File: config.mk
export PLATFORM = sky130hd
export DESIGN_NAME = alu_issue_ctrl
export DESIGN_NICKNAME = d
export VERILOG_FILES = /design/src/rtl/alu_issue_ctrl.sv
export SDC_FILE = /design/constraint.sdc
export NUM_CORES = 1
export LEC_CHECK = 0
export BUFFER_PORTS_ARGS = -buffer_cell sky130_fd_sc_hd__buf_2
export CAP_MARGIN = 5
export CORE_MARGIN = 10
export CORE_UTILIZATION = 30
export DETAILED_ROUTE_END_ITERATION = 7
export PLACE_DENSITY = 0.5
export SLEW_MARGIN = 20
export SYNTH_ARGS = -nofsm -noshare
export SYNTH_HDL_FRONTEND = slang
export SYNTH_SLANG_ARGS = --single-unit
File: constraint.sdc
create_clock -name clk -period 1.7 [get_ports clk]
set_clock_uncertainty 0.05 [all_clocks]
set_input_delay 0.085 -clock clk [delete_from_list [all_inputs] [get_ports clk]]
set_output_delay 0.085 -clock clk [all_outputs]
set_load 0.01 [all_outputs]
File: src/rtl/alu_issue_ctrl.sv
// Single-issue controller: IDLE -> EXEC -> WB around an external combinational ALU,
// with a small register file, operand forwarding and a host write/debug port.
module alu_issue_ctrl #(
  parameter int N    = 32,
  parameter int REGS = 8,
  localparam int AW  = $clog2(REGS)
) (
  input  logic          clk,
  input  logic          rst_n,
  input  logic          instr_valid,
  output logic          instr_ready,
  input  logic [2:0]    instr_op,
  input  logic [AW-1:0] instr_rd,
  input  logic [AW-1:0] instr_rs,
  input  logic [AW-1:0] instr_rt,
  output logic [N-1:0]  alu_r2,
  output logic [N-1:0]  alu_r3,
  output logic [2:0]    alu_op,
  input  logic [N-1:0]  alu_r1,
  output logic          done,
  output logic          done_err,
  output logic [AW-1:0] done_rd,
  output logic [N-1:0]  done_data,
  input  logic          host_we,
  input  logic [AW-1:0] host_waddr,
  input  logic [N-1:0]  host_wdata,
  input  logic [AW-1:0] dbg_addr,
  output logic [N-1:0]  dbg_data
);

  localparam logic [2:0] OP_ERR = 3'b111;

  typedef enum logic [1:0] {S_IDLE, S_EXEC, S_WB} state_t;

  state_t        state_q, state_d;
  logic [N-1:0]  regs_q [REGS];
  logic [N-1:0]  regs_d [REGS];
  logic [N-1:0]  opa_q, opa_d, opb_q, opb_d, res_q, res_d;
  logic [2:0]    op_q, op_d;
  logic [AW-1:0] rd_q, rd_d;
  logic          accept, wb_wr, host_wr;
  logic [N-1:0]  fwd_a, fwd_b;

  assign instr_ready = rst_n && (state_q != S_EXEC);
  assign accept      = instr_valid && instr_ready;
  assign wb_wr       = (state_q == S_WB) && (op_q != OP_ERR) && (rd_q != '0);
  assign host_wr     = host_we && (host_waddr != '0);

  // Operand read sees this edge's writes: retiring result beats host write beats file.
  assign fwd_a = (wb_wr && instr_rs == rd_q)         ? res_q      :
                 (host_wr && instr_rs == host_waddr) ? host_wdata : regs_q[instr_rs];
  assign fwd_b = (wb_wr && instr_rt == rd_q)         ? res_q      :
                 (host_wr && instr_rt == host_waddr) ? host_wdata : regs_q[instr_rt];

  always_comb begin
    state_d = state_q;
    opa_d   = opa_q;
    opb_d   = opb_q;
    res_d   = res_q;
    op_d    = op_q;
    rd_d    = rd_q;
    regs_d  = regs_q;

    if (host_wr) regs_d[host_waddr] = host_wdata;
    if (wb_wr)   regs_d[rd_q]       = res_q;

    unique case (state_q)
      S_IDLE, S_WB: begin
        if (accept) begin
          state_d = S_EXEC;
          op_d    = instr_op;
          rd_d    = instr_rd;
          opa_d   = fwd_a;
          opb_d   = fwd_b;
        end else begin
          state_d = S_IDLE;
        end
      end
      S_EXEC: begin
        res_d   = alu_r1;
        state_d = S_WB;
      end
      default: state_d = S_IDLE;
    endcase
  end

  always_ff @(posedge clk) begin
    if (!rst_n) begin
      state_q <= S_IDLE;
      regs_q  <= '{default: '0};
      opa_q   <= '0;
      opb_q   <= '0;
      res_q   <= '0;
      op_q    <= '0;
      rd_q    <= '0;
    end else begin
      state_q <= state_d;
      regs_q  <= regs_d;
      opa_q   <= opa_d;
      opb_q   <= opb_d;
      res_q   <= res_d;
      op_q    <= op_d;
      rd_q    <= rd_d;
    end
  end

  assign alu_r2    = opa_q;
  assign alu_r3    = opb_q;
  assign alu_op    = op_q;
  // Gated by rst_n so a reset landing in WB never shows a retire pulse.
  assign done      = rst_n && (state_q == S_WB);
  assign done_err  = done && (op_q == OP_ERR);
  assign done_rd   = rd_q;
  assign done_data = (op_q == OP_ERR) ? '0 : res_q;
  assign dbg_data  = regs_q[dbg_addr];

endmodule

==> results.cfg <==
[status]
outcome = finished, violations left
violations = setup timing

[synth]
netlist_instances = 2104
synth_edf_count = 0
synthArstFlopShare_pct = 0
syn_nets = 2190
yosysMostFrequentCell = dfxtp_1
synth_ff_type = dfxtp_1
synth_cell_types = 40
syn_area_sq_mm = 0.0222
ys_warn_count = 0
ys_ff_latch = 360
synth.avg_cell_area_sq_um = 10.6
synth_area_leaders = dfxtp_1, mux4_2, o211a_1
ys_seq_area_share_pct = 32.4
synth_top_area_cell = dfxtp_1
synth_common_cells = dfxtp_1, nand2_1, o211a_1, mux4_2, clkbuf_1
synth_top_cell_area_share_pct = 32.4

[global_route]
first_global_vias = 21900
grt_max_degree = 86
gr-max-usage-layer = met2
grt.total_usage_pct = 24.4
met2_usage_pct = 40.6
use_met3_pct = 5.11
overflow = 0
grt_first_pass_wirelength_um = 156000
antenna_found_initial = 1
met1_usage_pct = 30.5

[sta]
tns_ns = -35.80
min_period_ns = 2.00
maxSlewViolCount = 0
rsz0062_at_grt = yes
finalSetupViolations = 326
fin_crit_sh_pct = 118
layout_setup_ws_ns = -0.300
relSlewSlack_pct = 64.1
holdWs_ns = 0.119
hold_viol_final = 0
max_freq_mhz = 500
tightest_slew_ns = 0.539

[critical_path]
crit_family = multiplexers
critPathSlowestCell = mux4_2
worstPathBufferInverterCount = 1
max_stage_delay_ns = 0.46
path_cells = mux4_2 > mux2_4 > buf_6
timing.rr.start = state_q[0]
cp_data_required_time_ns = 1.56
endpoint_kind = output port
crit_fanout = 2
cp_data_arrival_time_ns = 1.86
crit_start = regs_q[161]
cp-start-kind = flop
path_class = flop to output port

[hold_path]
hp-class = primary input to flop
hp-start = instr_valid

[floorplanning]
initial_utilization_pct = 30.4
die_x_um = 292
fp.dieH_um = 292
rows = 99
coreArea_sq_mm = 0.0732
dieArea_sq_mm = 0.0854
io_pins = 223

[flow_run]
maxCapViolations = 0

[clock_network]
clock_latency_ns = 0.60
cts_tree = done
numCtsBuffers = 45
clock-sinks = 360
clk_pin_slew_ns = 0.06
cts-root-buf = clkbuf_16
h-tree-depth = 2
ctsLongestPathBuffers = 3

[final_layout]
syn2layout_area_growth_pct = 50.3
fill_cells = 6634
nNetsFinal = 2675
layout-drive-gt1-share_pct = 53.2
multi_input_area_sq_mm = 0.0152
final-seq-area_sq_mm = 0.00750

[power]
swShare_pct = 28.9
leakage_uw = 0.0152
clkPwrFrac_pct = 41.8
p_comb_share_pct = 19.8
p_int_uw = 16500
switchingPower_uw = 6720
max-vdd-ir-drop_mv = 0.622
cellPowerDensity_mw_per_mm2 = 695
seq_power_share_pct = 38.4

[placed_design]
numPortBuffers = 222
place.gp.congestion = 0.848
dp_hpwl_um = 63900
place_ws_ns = -0.223

[drt]
first_pass_iters = 5
drcViolationCount = 0
drt_iter0_drc = 2394
viasPerCell = 6.25
finalWirelength_um = 116000
wl_per_cell_um = 32.5
ant_nets = 0
vias = 22400
## path summary, 6_finish.rpt
path	end	slack [ns]	cells past startpoint
setup / recovery	dbg_data[1]	-0.30	3
hold / removal	done_rd[2]	0.12	5
setup reg to reg	alu_r3[30]	-0.22	6
hold reg to reg	alu_r2[16]	0.42	2
## kinds of logic after synthesis
group | share of synthesized area, %
multiplexers | 25.4
flip-flops | 32.4
AO/OA/AOI/OAI | 23.5
buffers and inverters | 6.55
XOR/XNOR | 0.236
AND/OR/NAND/NOR | 11.9
## routing by layer
| layer | routed length (um) | up-vias |
|---|---|---|
| met3 | 11000 | 293 |
| li1 | - | 9250 |
| met1 | 44400 | 11400 |
| met4 | 6100 | 0 |
| met5 | 0 | - |
| met2 | 54600 | 1398 |
## tightest hold or removal path: cells and delay by family
kind          cells  cell delay (ns)
simple gates      3             0.33
buf+inv           2             0.29
## final cells by class
type,instances,share of cell area [%]
repair buffers,726,23.7
clock inverters,4,0.153
diodes,1,0.00748
well taps,959,3.59
multi-input cells,1419,45.6
clock buffers,73,4.17
flip-flops and latches,360,22.4
inverters,37,0.427
## repair_timing
| item | in CTS | in global routing |
|---|---|---|
| cloned | 28 | 30 |
| setup endpoints to repair | 350 | 353 |
| buffers inserted | 136 | 43 |
| hold endpoints to repair | 150 | 0 |
| hold buffers | 75 | 0 |
| resized for setup | 433 | 303 |
| pin swaps | 60 | 54 |
## cell usage in the layout (no fill, tap or decap), drive strengths merged, types with 4 or more instances in the layout
| cell | count |
|---|---|
| nor2b | 73 |
| nand2 | 239 |
| a221oi | 64 |
| mux2 | 32 |
| a32oi | 64 |
| dfxtp | 360 |
| a22o | 32 |
| mux4 | 192 |
| dlygate4sd3 | 71 |
| and2 | 65 |
| o211a | 224 |
| o31ai | 64 |
| o211ai | 128 |
| and3 | 69 |
| nand4 | 6 |
| nand3 | 7 |
| inv | 37 |
| nor4b | 32 |
| clkbuf | 97 |
| mux2i | 96 |
| xnor2 | 4 |
| buf | 630 |
## sequential cells by signal, summed over array words and instances (netlist names)
signal	flops
regs_q	256
alu_op	3
alu_r3	32
alu_r2	32
done_rd	3
state_q	2
res_q	32
## stage by stage
stage                     power (uW)  utilization [%]  cells  instance area, sq um
final                          23200             45.7   3579                 33400
after global routing           23800             45.7   3578                 33400
after CTS                      22800             42.5   3516                 31100
after detailed placement       12500             35.2   3201                 25800
after global placement         12400             35.2   3201                 25800
after floorplan                10900                -   2104                 22300
## power groups by stage
stage	Combinational, uW	Sequential (uW)	Clock [uW]
2_1_floorplan	1890	8990	0
3_3_place_gp	3360	9090	0
4_1_cts	4140	8900	9790
6_report	4590	8920	9710
3_5_place_dp	3400	9100	0
5_1_grt	4770	8930	10100
(Power assumes the default switching activity.)
